--- src/rtl/kbd_fifo.sv ---
// Scancode FIFO between the PS/2 receiver and the CPU keyboard port, with a level IRQ.
// Optional make/break filter in front of the push path: define KBD_FIFO_BREAK_FILTER_EN.
module kbd_fifo #(
    parameter int DEPTH_LOG2       = 4,
    parameter bit IRQ_ON_EMPTY_CLR = 1'b1
) (
    input  logic                  clock,
    input  logic                  reset,
    input  logic                  kb_done,
    input  logic [7:0]            kb_data,
    input  logic                  pop,
    input  logic                  clr,
    output logic [7:0]            head,
    output logic [DEPTH_LOG2:0]   count,
    output logic                  empty,
    output logic                  full,
    output logic                  overflow,
    output logic                  irq_req
);

    localparam int DEPTH = 1 << DEPTH_LOG2;
    localparam logic [DEPTH_LOG2:0] FULL_CNT = {1'b1, {DEPTH_LOG2{1'b0}}};

    logic [7:0]            mem_r [DEPTH];
    logic [DEPTH_LOG2-1:0] wr_ptr_r;
    logic [DEPTH_LOG2-1:0] rd_ptr_r;
    logic [DEPTH_LOG2:0]   count_r;
    logic                  overflow_r;
    logic                  irq_dly_r;
    logic                  empty_s;
    logic                  full_s;
    logic                  push_req_s;
    logic                  do_push_s;
    logic                  do_pop_s;
    logic                  drop_s;

    assign empty_s = (count_r == '0);
    assign full_s  = (count_r == FULL_CNT);

`ifdef KBD_FIFO_BREAK_FILTER_EN
    typedef enum logic [1:0] {
        F_IDLE   = 2'd0,
        F_GOT_E0 = 2'd1,
        F_GOT_F0 = 2'd2
    } filt_state_t;

    filt_state_t filt_state_r;
    filt_state_t filt_next_s;
    logic        filt_store_s;

    // Filter state register; advances only on received bytes.
    always_ff @(posedge clock) begin
        if (reset || clr) begin
            filt_state_r <= F_IDLE;
        end else if (kb_done) begin
            filt_state_r <= filt_next_s;
        end else begin
            filt_state_r <= filt_state_r;
        end
    end

    // Next filter state and whether the incoming byte is stored (F0 and the byte after it are not).
    always_comb begin
        filt_next_s  = filt_state_r;
        filt_store_s = 1'b0;
        case (filt_state_r)
            F_IDLE: begin
                if (kb_data == 8'hF0) begin
                    filt_next_s  = F_GOT_F0;
                    filt_store_s = 1'b0;
                end else if (kb_data == 8'hE0) begin
                    filt_next_s  = F_GOT_E0;
                    filt_store_s = 1'b1;
                end else begin
                    filt_next_s  = F_IDLE;
                    filt_store_s = 1'b1;
                end
            end
            F_GOT_E0: begin
                if (kb_data == 8'hF0) begin
                    filt_next_s  = F_GOT_F0;
                    filt_store_s = 1'b0;
                end else begin
                    filt_next_s  = F_IDLE;
                    filt_store_s = 1'b1;
                end
            end
            F_GOT_F0: begin
                filt_next_s  = F_IDLE;
                filt_store_s = 1'b0;
            end
            default: begin
                filt_next_s  = F_IDLE;
                filt_store_s = 1'b0;
            end
        endcase
    end

    assign push_req_s = kb_done && filt_store_s;
`else
    assign push_req_s = kb_done;
`endif

    // Accept decisions; a pop on a full FIFO frees the slot for a coincident push.
    always_comb begin
        do_pop_s  = 1'b0;
        do_push_s = 1'b0;
        drop_s    = 1'b0;
        if (reset || clr) begin
            do_pop_s  = 1'b0;
            do_push_s = 1'b0;
            drop_s    = 1'b0;
        end else begin
            do_pop_s  = pop && !empty_s;
            do_push_s = push_req_s && (!full_s || do_pop_s);
            drop_s    = push_req_s && full_s && !do_pop_s;
        end
    end

    // Byte storage; contents are not reset.
    always_ff @(posedge clock) begin
        if (do_push_s) begin
            mem_r[wr_ptr_r] <= kb_data;
        end
    end

    // Pointers, occupancy and sticky overflow.
    always_ff @(posedge clock) begin
        if (reset || clr) begin
            wr_ptr_r   <= '0;
            rd_ptr_r   <= '0;
            count_r    <= '0;
            overflow_r <= 1'b0;
        end else begin
            if (do_push_s) begin
                wr_ptr_r <= wr_ptr_r + DEPTH_LOG2'(1'b1);
            end
            if (do_pop_s) begin
                rd_ptr_r <= rd_ptr_r + DEPTH_LOG2'(1'b1);
            end
            case ({do_push_s, do_pop_s})
                2'b10:   count_r <= count_r + (DEPTH_LOG2 + 1)'(1'b1);
                2'b01:   count_r <= count_r - (DEPTH_LOG2 + 1)'(1'b1);
                default: count_r <= count_r;
            endcase
            if (drop_s) begin
                overflow_r <= 1'b1;
            end
        end
    end

    // Delayed request used when the IRQ is allowed to lag the last pop by a cycle.
    always_ff @(posedge clock) begin
        if (reset) begin
            irq_dly_r <= 1'b0;
        end else begin
            irq_dly_r <= !empty_s;
        end
    end

    assign head     = empty_s ? 8'h00 : mem_r[rd_ptr_r];
    assign count    = count_r;
    assign empty    = empty_s;
    assign full     = full_s;
    assign overflow = overflow_r;
    assign irq_req  = IRQ_ON_EMPTY_CLR ? !empty_s : irq_dly_r;

endmodule
--- config.mk ---
export PLATFORM = sky130hd
export DESIGN_NAME = kbd_fifo
export DESIGN_NICKNAME = d
export VERILOG_FILES = /design/src/rtl/kbd_fifo.sv
export SDC_FILE = /design/constraint.sdc
export NUM_CORES = 1
export LEC_CHECK = 0
export BUFFER_PORTS_ARGS = -buffer_cell sky130_fd_sc_hd__buf_2
export CAP_MARGIN = 10
export CORE_ASPECT_RATIO = 0.5
export CORE_MARGIN = 5
export CORE_UTILIZATION = 65
export DETAILED_ROUTE_END_ITERATION = 12
export GPL_TIMING_DRIVEN = 1
export PLACE_DENSITY_LB_ADDON = 0.05
export SETUP_SLACK_MARGIN = 0.5
export SYNTH_ARGS = -nofsm -noshare
export SYNTH_HDL_FRONTEND = slang
export SYNTH_SLANG_ARGS = --single-unit
--- constraint.sdc ---
create_clock -name clock -period 7.96 [get_ports clock]
set_clock_uncertainty 0.15 [all_clocks]
set_input_delay 1.194 -clock clock [delete_from_list [all_inputs] [get_ports clock]]
set_output_delay 1.194 -clock clock [all_outputs]
set_load 0.05 [all_outputs]
* Word level (Yosys, flattened, before mapping)
Memory sizes are Yosys's and may differ from the RTL's. A register that Yosys moved wholly into a read port is not among the register bits.
Cells that the tools add are included.
** Cells by class
- Add/sub/neg operators :: 4
- Equality and inequality tests :: 3
- Mux-type cells :: 9
- Reduce and logical (&&, ||, !) cells :: 11
** Operators by type and width (number)
- one-hot mux 5 bit (2 select lines) :: 1
- adder 4 x 1 -> 4 bit, second input constant :: 2
- 2-to-1 mux 4 bit :: 2
- 2-to-1 mux 8 bit :: 1
- adder 5 x 1 -> 5 bit, second input constant :: 1
- equality test 5 bit, second input constant :: 1
- logical NOT 5 bit :: 1
- 2-to-1 mux 1 bit :: 5
- subtractor 5 x 1 -> 5 bit, second input constant :: 1
- logical AND 1 bit :: 4
- logical NOT 1 bit :: 3
- equality test 2 x 1 -> 1 bit, second input constant :: 1
- equality test 2 bit, second input constant :: 1
- logical OR 1 bit :: 2
- nonzero test 2 bit :: 1
** Word-level totals
- Bits in registers :: 14
- Memory bits (writable) :: 128
- Output and inout bits :: 17
- Word-level logic and storage cells :: 32
- Memories kept :: 1
** Memories
- mem_r :: depth 16, width 8, rd ports 1, clocked after memory_dff 1, wr ports 1, RTL line 24 : logic [7:0] mem_r [DEPTH];

* Depth between registers and ports, before layout
Gate-level depths: netlist of the first run.
- Word-level depth :: 8
- Mapped depth :: 12
- Depth with buffers taken out :: 10

* Worst setup path before layout of the first run
OpenSTA, ideal clock, no wires.
- Path kind :: register to output
- From :: register count_r[1], in the netlist count[1]
- To :: output port head[0]
- Arrival time :: 2.456 ns
- Data required time :: 6.616 ns
- Path slack :: 4.160 ns
- Cell stages (with the launch flop) :: 5
- Buffers on the path :: 1
- Cell sequence :: dfxtp_1 > or4_4 > buf_6 > nor2_2 > a211oi_1
** Between the ends
- Word-level cells in the longest chain between the ends :: 2
** RTL lines
- start, declared :: RTL line 27 : logic [DEPTH_LOG2:0] count_r;
- start signal, assigned :: RTL line 142 : 2'b10: count_r <= count_r + (DEPTH_LOG2 + 1)'(1'b1);
- start signal, assigned :: RTL line 143 : 2'b01: count_r <= count_r - (DEPTH_LOG2 + 1)'(1'b1);
- start signal, assigned :: RTL line 144 : default: count_r <= count_r;
- logical NOT 5 bit :: RTL line 37 : assign empty_s = (count_r == '0);
- named net empty :: RTL line 15 : output logic empty,
- 2-to-1 mux 8 bit :: RTL line 161 : assign head = empty_s ? 8'h00 : mem_r[rd_ptr_r];
- end, declared :: RTL line 13 : output logic [7:0] head,
The timed path passes the listed nets, and every way through them passes these cells.

==> flow_metrics.env, run 1 <==
export IMPL_synth_top_area_cell="edfxtp_1"
export IMPL_drt_iter0_drc=276
export IMPL_yosys_warnings=0
export IMPL_cts_resized=0
export IMPL_synthTopCellsByArea="edfxtp_1 64%, mux4_2 12%, dfxtp_1 6.0%"
export IMPL_max_freq_mhz=238
export IMPL_nFillCells=500
export IMPL_fin_nets=391
export IMPL_status="finished clean"
export IMPL_cp_max_fo=32
export IMPL_arrival_ns=2.86
export IMPL_crit_path_max_incr_delay_ns=0.97
export IMPL_ys_flop_type="edfxtp_1"
export IMPL_final_layout_size_suffix_gt1_frac=0.276
export IMPL_ys_ff_latch=146
export IMPL_dp_cells=465
export IMPL_ys_seq_area_frac=0.702
export IMPL_total_power_w=0.00170
export IMPL_fp_dieH_um=77.9
export IMPL_antenna_found_initial=0
export IMPL_io_pins=30
export IMPL_reg2reg_depth=10
export IMPL_cp_top_family="flip-flops"
export IMPL_die_area_sq_um=11300
export IMPL_setup_viol=0
export IMPL_cts_setup_buffers=0
export IMPL_grt_ovfl_total=0
export IMPL_first_pass_iters=5
export IMPL_min_to="overflow"
export IMPL_groute_usage_overall=0.228
export IMPL_fin_tns_setup_ns=0
export IMPL_critical_path_buf_inv_count=1
export IMPL_slew_headroom=0.339
export IMPL_drv_cap=0
export IMPL_dp_final_hpwl_um=7460
export IMPL_synth_enable_flop_cells=128
export IMPL_worstHoldStart="overflow"
export IMPL_static_leakage_power_nw=2.25
export IMPL_drtAntennaViolNets=0
export IMPL_preCtsSetupSlack_ns=4.09
export IMPL_grt_pass1_vias=3348
export IMPL_min_period_ns=4.21
export IMPL_synthesis_area_sq_um=5990
export IMPL_grt_pass1_wl_um=19000
export IMPL_core_area_sq_um=8830
export IMPL_postLayoutCoreUtil=0.774
export IMPL_viasPerCell=6.39
export IMPL_hold_depth=2
export IMPL_htree_levels=4
export IMPL_cts_tree="built"
export IMPL_grt_max_degree=33
export IMPL_postSynthCellCount=336
export IMPL_start_util=0.678
export IMPL_critPathMostFrequentCell="a211oi_1"
export IMPL_synth_area_per_cell_sq_um=17.8
export IMPL_r2r_end="count[2]"
export IMPL_required_ns=6.62
export IMPL_peakVddDrop_mv=0.243
export IMPL_synthTopCellsByCount="128 x edfxtp_1, 32 x mux4_2, 25 x nor2_1"
export IMPL_power_density_nw_per_um2=248
export IMPL_numCtsBuffers=17
export IMPL_worst_setup_path_start_kind="flip-flop"
export IMPL_post_route_period_util=0.529
export IMPL_rr_startpoint="count[1]"
export IMPL_path_cells="mux4_2, nor2b_1, a211oi_1, a211oi_1, buf_2"
export IMPL_synth_top_area_frac=0.642
export IMPL_synthArstFlopShare=0
export IMPL_rows=24
export IMPL_critical_path_slowest_cell="dfxtp_2"
export IMPL_wire_per_inst_um=24.3
export IMPL_worst_pin_slew_ns=0.992
export IMPL_clk_latency_ns=0.41
export IMPL_die_w_um=146
export IMPL_instances_no_fill=498
export IMPL_diodes=0
export IMPL_portBuffers=29
export IMPL_vias=3183
export IMPL_synthMostInstantiatedCell="edfxtp_1"
export IMPL_drv_slew=0
export IMPL_cts_buffer_depth=2
export IMPL_rsz0062_at_grt="no"
export IMPL_cts_hold_buffers=0
export IMPL_syn_num_nets=358
export IMPL_fin_ws_ns=3.75
export IMPL_clock_root_buffer="clkbuf_16"
export IMPL_cp_end_kind="primary output"
export IMPL_reg2reg_slack_ns=4.80
export IMPL_place_congestion=0.814
export IMPL_synth_distinct_cells=44
export IMPL_drc=0
export IMPL_hold_viol=0
export IMPL_clk_pin_slew_ns=0.06
export IMPL_cts_sinks=146
export IMPL_areaGrowthSynthToFinish_pct=14.1
export IMPL_wl_um=12100
export IMPL_path_class="flip-flop to primary output"
export IMPL_hp_class="flip-flop to flip-flop"
## worst register-to-register path, delay by kind of cell (launching register included)
kind	cells	cell delay, ns
AOI/OAI and AO/OA	3	0.69
xor gates and xnor gates	2	0.25
adders and majority gates	2	0.57
buffers and inverters	1	0.10
DFF	1	0.38
and+or+nand+nor	2	0.95
## cell type report
class | instances | area, sq um | area share
repair buffers | 35 | 185 | 0.0271
multi-input cells | 162 | 1660 | 0.242
inverters | 7 | 26.3 | 0.00384
clock inverters | 12 | 181 | 0.0265
clock buffers | 19 | 433 | 0.0633
well taps | 117 | 146 | 0.0214
flip-flops and latches | 146 | 4210 | 0.615
## state kept, by name (all words and copies together) (netlist names), named ones only
signal	count
overflow	1
count	5
mem_r	128
rd_ptr_r	4
wr_ptr_r	4
## how the worst max path moves through the flow
stage / to / slack [ns] / cells past startpoint / startpoint
6_report: head[7] / 3.75 / 5 / flip-flop
5_1_grt: head[7] / 3.57 / 5 / flip-flop
4_1_cts: head[3] / 3.70 / 5 / flip-flop
3_5_place_dp: count[2] / 4.09 / 11 / clr
3_3_place_gp: mem_r[3][5] / 4.04 / 5 / clr
2_1_floorplan: head[0] / 4.16 / 4 / count[1]
## where the power goes
part	switching (W)	total, W	internal, W
registers	0.00000123	0.000835	0.000834
logic	0.0000266	0.0000361	0.00000954
clock network	0.000302	0.000827	0.000525
total	0.000330	0.00170	0.00137
## cells by family after synthesis
kind of cell | Yosys count | synth area share
DFF | 146 | 0.702
and+or+nand+nor | 68 | 0.0600
muxes | 42 | 0.137
AOI/OAI and AO/OA | 36 | 0.0506
buffers and inverters | 28 | 0.0211
adders and majority gates | 9 | 0.0188
xor gates and xnor gates | 7 | 0.0102
## per-layer routing
| metal | up-vias | wire length, um | share of wire | GRT usage |
|---|---|---|---|---|
| met5 | - | 0 | 0 | 0 |
| met4 | 0 | 251 | 0.021 | 0.0885 |
| met3 | 23 | 888 | 0.073 | 0.0739 |
| met2 | 122 | 6040 | 0.50 | 0.373 |
| met1 | 1628 | 4940 | 0.41 | 0.290 |
| li1 | 1410 | - | - | - |
## cells in the final DEF (no fill, tap or decap), drive strengths merged, types with 4 or more instances in the layout
| cell type | Yosys | layout |
|---|---|---|
| nand3 | 6 | 6 |
| inv | 7 | 9 |
| nor3 | 4 | 4 |
| xor2 | 5 | 5 |
| o21ai | 5 | 5 |
| a211oi | 17 | 17 |
| nor2 | 26 | 26 |
| clkbuf | 9 | 19 |
| buf | 12 | 35 |
| nor2b | 8 | 8 |
| mux2i | 10 | 10 |
| clkinv | 0 | 5 |
| bufinv | 0 | 4 |
| ha | 9 | 9 |
| nand2 | 7 | 7 |
| mux4 | 32 | 32 |
| edfxtp | 128 | 128 |
| dfxtp | 18 | 18 |
## stage by stage
stage                     hold slack [ns]  cell area, sq um
after floorplan                     0.316              5990
after global placement              0.304              6200
after detailed placement            0.321              6210
final                               0.337              6830
after CTS                           0.330              6820
after global routing                0.376              6830
(Power assumes the default switching activity.)
==> run 2: changes to the inputs <==
- CORE_UTILIZATION: 65 -> 60
- clock period: 7.96 -> 4.1 ns (I/O delays scaled with it)
==> run 2 against run 1 <==
Worst setup slack lost 3.0 ns; utilization shrank 5.3 points; count of clock-buffer cells in the layout grew 4; combinational power grew 84%; die area grew 7.5%; critical endpoint unchanged; worst hold slack lost 0.011 ns; non-clock buffer count grew 7; sequential power grew 94%; routed wire length shrank 0.69%.
==> flow_metrics.env, run 2 (same netlist as run 1, synthesis figures left out) <==
export IMPL_dp_final_hpwl_um=7680
export IMPL_rsz0062_at_grt="no"
export IMPL_rows=25
export IMPL_nFillCells=581
export IMPL_postLayoutCoreUtil=0.721
export IMPL_post_route_period_util=0.819
export IMPL_die_w_um=151
export IMPL_wl_um=12000
export IMPL_clk_latency_ns=0.41
export IMPL_wire_per_inst_um=23.0
export IMPL_hold_depth=2
export IMPL_grt_pass1_vias=3417
export IMPL_drtAntennaViolNets=0
export IMPL_cts_buffer_depth=2
export IMPL_grt_ovfl_total=0
export IMPL_vias=3235
export IMPL_cts_sinks=146
export IMPL_status="finished clean"
export IMPL_areaGrowthSynthToFinish_pct=15.3
export IMPL_total_power_w=0.00323
export IMPL_critPathMostFrequentCell="a211oi_1"
export IMPL_start_util=0.625
export IMPL_viasPerCell=6.17
export IMPL_worstHoldStart="overflow"
export IMPL_path_cells="mux4_2, nor2b_1, a211oi_1, a211oi_1, buf_2"
export IMPL_power_density_nw_per_um2=468
export IMPL_setup_viol=0
export IMPL_drt_iter0_drc=292
export IMPL_antenna_found_initial=0
export IMPL_cp_max_fo=20
export IMPL_clock_root_buffer="clkbuf_16"
export IMPL_worst_pin_slew_ns=1.07
export IMPL_place_congestion=0.844
export IMPL_final_common_cell="edfxtp_1"
export IMPL_stdcell_area_sq_um=6900
export IMPL_arrival_ns=2.59
export IMPL_numCtsBuffers=17
export IMPL_final_layout_size_suffix_gt1_frac=0.288
export IMPL_min_to="overflow"
export IMPL_rr_startpoint="count[1]"
export IMPL_cp_end_kind="primary output"
export IMPL_hp_class="flip-flop to flip-flop"
export IMPL_grt_max_degree=33
export IMPL_htree_levels=4
export IMPL_die_area_sq_um=12200
export IMPL_min_period_ns=3.36
export IMPL_critical_path_slowest_cell="dfxtp_2"
export IMPL_fin_tns_setup_ns=0
export IMPL_r2r_end="count[2]"
export IMPL_max_freq_mhz=298
export IMPL_core_area_sq_um=9570
export IMPL_worst_setup_path_start_kind="flip-flop"
export IMPL_slew_headroom=0.284
export IMPL_drv_cap=0
export IMPL_hold_viol=0
export IMPL_placed_area_sq_um=6300
export IMPL_final_cell_mix="128 x edfxtp_1, 32 x mux4_2, 29 x buf_2"
export IMPL_peakVddDrop_mv=0.381
export IMPL_grt_pass1_wl_um=19200
export IMPL_drc=0
export IMPL_reg2reg_slack_ns=0.99
export IMPL_largest_reg_flops=128
export IMPL_regMostFlops="mem_r"
export IMPL_fp_dieH_um=80.6
export IMPL_fin_nets=398
export IMPL_portBuffers=29
export IMPL_diodes=0
export IMPL_cts_resized=0
export IMPL_static_leakage_power_nw=2.29
export IMPL_reg2reg_depth=10
export IMPL_clk_pin_slew_ns=0.06
export IMPL_cts_hold_buffers=0
export IMPL_holdWs_ns=0.327
export IMPL_first_pass_iters=5
export IMPL_groute_usage_overall=0.224
export IMPL_required_ns=3.34
export IMPL_cts_setup_buffers=0
export IMPL_path_class="flip-flop to primary output"
export IMPL_drv_slew=0
export IMPL_crit_path_max_incr_delay_ns=0.77
export IMPL_cts_tree="built"
export IMPL_io_pins=30
-- run 2: routing by layer --
| metal | GRT usage | vias up | wire [um] |
|---|---|---|---|
| li1 | - | 1430 | - |
| met1 | 0.308 | 1618 | 5130 |
| met2 | 0.341 | 165 | 5760 |
| met3 | 0.0620 | 22 | 918 |
| met4 | 0.0913 | 0 | 235 |
| met5 | 0 | - | 0 |
-- run 2: worst max-delay path by stage --
stage,endpoint,cells past startpoint,startpoint
after floorplan,count[2],12,count[0]
after global placement,count[2],11,clr
after detailed placement,count[4],10,clr
after CTS,head[1],5,flip-flop
after global routing,head[1],5,flip-flop
final,head[7],5,flip-flop
-- run 2: worst max-delay path, delay by kind of cell (launching register included) --
| family | cells | cell delay [ns] |
|---|---|---|
| buf+inv | 1 | 0.26 |
| simple gates | 1 | 0.15 |
| flops | 1 | 0.77 |
| mux | 1 | 0.58 |
| compound gates | 2 | 0.41 |
-- run 2: final cells by class --
| type | count | area [sq um] | share of cell area |
|---|---|---|---|
| well taps | 135 | 169 | 0.0245 |
| multi-input cells | 162 | 1660 | 0.240 |
| inverters | 7 | 26.3 | 0.00381 |
| repair buffers | 42 | 243 | 0.0352 |
| clock buffers | 23 | 512 | 0.0741 |
| clock inverters | 9 | 90.1 | 0.0131 |
| flip-flops and latches | 146 | 4210 | 0.609 |
-- run 2: per-stage QoR --
stage | std cells | setup slack (ns)
5_1_grt | 524 | 0.559
4_1_cts | 524 | 0.698
2_1_floorplan | 336 | 0.828
3_5_place_dp | 492 | 0.874
3_3_place_gp | 492 | 0.980
6_report | 524 | 0.743
-- run 2: power by group --
part,switching [W],internal (W)
combinational,0.0000478,0.0000185
sequential,0.00000228,0.00162
clock,0.000590,0.000949
total,0.000640,0.00259
==> run 3: changes to the inputs <==
- ABC_AREA: not set -> 1
- CORE_UTILIZATION: 60 -> 61
- clock period: 4.1 -> 3.45 ns (I/O delays scaled with it)
==> run 3 against run 2 <==
Global-route usage rose by 1.9 points; synthesized cell count rose by 72%; final cell count rose by 48%; sequential share of layout area fell by 2.9 points; sequential cell count did not move; die area rose by 2.1%; synthesized area rose by 4.1%; power rose by 28%; count of clock-buffer cells in the layout fell by 6; first-iteration DRC count rose by 54%.
==> flow_metrics.env, run 3 <==
export IMPL_holdWs_ns=0.275
export IMPL_wire_per_inst_um=18.7
export IMPL_fin_nets=642
export IMPL_ys_flop_type="edfxtp_1"
export IMPL_core_area_sq_um=10100
export IMPL_peakVddDrop_mv=0.340
export IMPL_io_pins=30
export IMPL_cts_sinks=146
export IMPL_portBuffers=29
export IMPL_setup_viol=0
export IMPL_grt_pass1_wl_um=22300
export IMPL_synth_distinct_cells=28
export IMPL_hp_class="input pin to flip-flop"
export IMPL_yosys_warnings=0
export IMPL_cp_end_kind="primary output"
export IMPL_drv_cap=0
export IMPL_synthesis_area_sq_um=6230
export IMPL_min_period_ns=2.83
export IMPL_cts_tree="built"
export IMPL_synthMostInstantiatedCell="nand2_1"
export IMPL_drv_slew=0
export IMPL_postSynthCellCount=577
export IMPL_final_common_cell="nand2_1"
export IMPL_antenna_found_initial=0
export IMPL_path_class="flip-flop to primary output"
export IMPL_clock_root_buffer="clkbuf_16"
export IMPL_numCtsBuffers=17
export IMPL_ys_ff_latch=146
export IMPL_ys_seq_area_frac=0.675
export IMPL_synthTopCellsByCount="194 x nand2_1, 128 x edfxtp_1, 107 x nand3_1"
export IMPL_vias=4359
export IMPL_rows=26
export IMPL_synth_enable_flop_cells=128
export IMPL_status="finished clean"
export IMPL_areaGrowthSynthToFinish_pct=16.3
export IMPL_synthTopCellsByArea="edfxtp_1 62%, nand2_1 12%, nand3_1 8.6%"
export IMPL_final_layout_size_suffix_gt1_frac=0.161
export IMPL_rsz0062_at_grt="no"
export IMPL_worst_pin_slew_ns=0.881
export IMPL_synthArstFlopShare=0
export IMPL_start_util=0.618
export IMPL_groute_usage_overall=0.243
export IMPL_synth_top_area_cell="edfxtp_1"
export IMPL_dp_final_hpwl_um=8650
export IMPL_die_w_um=153
export IMPL_regMostFlops="mem_r"
export IMPL_grt_ovfl_total=0
export IMPL_hold_viol=0
export IMPL_grt_max_degree=65
export IMPL_fin_tns_setup_ns=0
export IMPL_viasPerCell=5.64
export IMPL_power_density_nw_per_um2=572
export IMPL_first_pass_iters=5
export IMPL_max_freq_mhz=353
export IMPL_diodes=0
export IMPL_wl_um=14500
export IMPL_htree_levels=4
export IMPL_placed_area_sq_um=6530
export IMPL_synth_top_area_frac=0.617
export IMPL_drc=0
export IMPL_fp_dieH_um=81.5
export IMPL_drtAntennaViolNets=0
export IMPL_final_cell_mix="194 x nand2_1, 128 x edfxtp_1, 107 x nand3_1"
export IMPL_grt_pass1_vias=4114
export IMPL_post_route_period_util=0.822
export IMPL_arrival_ns=2.17
export IMPL_synth_area_per_cell_sq_um=10.8
export IMPL_stdcell_area_sq_um=7240
export IMPL_clk_latency_ns=0.41
export IMPL_worst_setup_path_start_kind="flip-flop"
export IMPL_cp_max_fo=32
export IMPL_slew_headroom=0.410
export IMPL_required_ns=2.78
export IMPL_clk_pin_slew_ns=0.06
export IMPL_largest_reg_flops=128
export IMPL_die_area_sq_um=12500
export IMPL_cts_buffer_depth=2
export IMPL_syn_num_nets=599
export IMPL_place_congestion=0.814
export IMPL_drt_iter0_drc=450
export IMPL_static_leakage_power_nw=2.75
==> run 3: cells by family after synthesis <==
group	synth area share
simple gates	0.232
compound gates	0.0231
xor+xnor	0.00281
flops	0.675
fa+ha+maj	0.0181
buf+inv	0.0490
==> run 3: through the flow <==
step                setup slack [ns]  total power [W]  cells   util
floorplan                      0.451          0.00209    577      -
global placement               0.663          0.00215    737  0.648
detailed placement             0.592          0.00215    737  0.648
CTS                            0.605          0.00416    773  0.718
global route                   0.503          0.00427    773  0.718
finish                         0.616          0.00415    773  0.718
==> run 3: layout make-up <==
type                    instances  area, sq um
multi-input cells             374         1750
flip-flops and latches        146         4210
well taps                     140          175
clock buffers                  17          425
fillers                       708         2840
inverters                      32          130
repair inverters                1         7.51
repair buffers                 48          320
clock inverters                15          229
==> run 3: critical path: stages, from the launching register on <==
cell     delay, ns
dfxtp_1       0.53
buf_4         0.46
nand3_1       0.14
nand3_1       0.15
nand2_1       0.09
nand2_1       0.09
a21oi_2       0.07
buf_2         0.22
==> run 3: per-layer routing <==
| metal | track usage | wire length, um | vias to the layer above |
|---|---|---|---|
| met3 | 0.0521 | 1480 | 19 |
| met2 | 0.381 | 6450 | 216 |
| met4 | 0.0800 | 184 | 0 |
| li1 | - | - | 2075 |
| met5 | 0 | 0 | - |
| met1 | 0.346 | 6370 | 2049 |
==> run 3: what timing repair did <==
action                                  in CTS  in global routing
cloned                                       1                  0
endpoints found under the setup margin       8                  4
buffers inserted                             3                  0
gates resized for setup                      4                  3
hold buffers                                 0                  0
==> run 3: worst paths after layout <==
path	from	slack [ns]	endpoint	cells past startpoint
max	flip-flop	0.62	head[0]	7
min	reset	0.27	wr_ptr_r[2]	4
max reg2reg	count[2]	0.91	count[4]	15
min reg2reg	rd_ptr_r[3]	0.32	rd_ptr_r[3]	2
==> run 3: power breakdown <==
group / internal (W) / switching (W) / total [W]
clock network: 0.00129 / 0.000730 / 0.00202
registers: 0.00193 / 0.00000578 / 0.00193
logic: 0.0000444 / 0.000146 / 0.000191
total: 0.00326 / 0.000882 / 0.00415
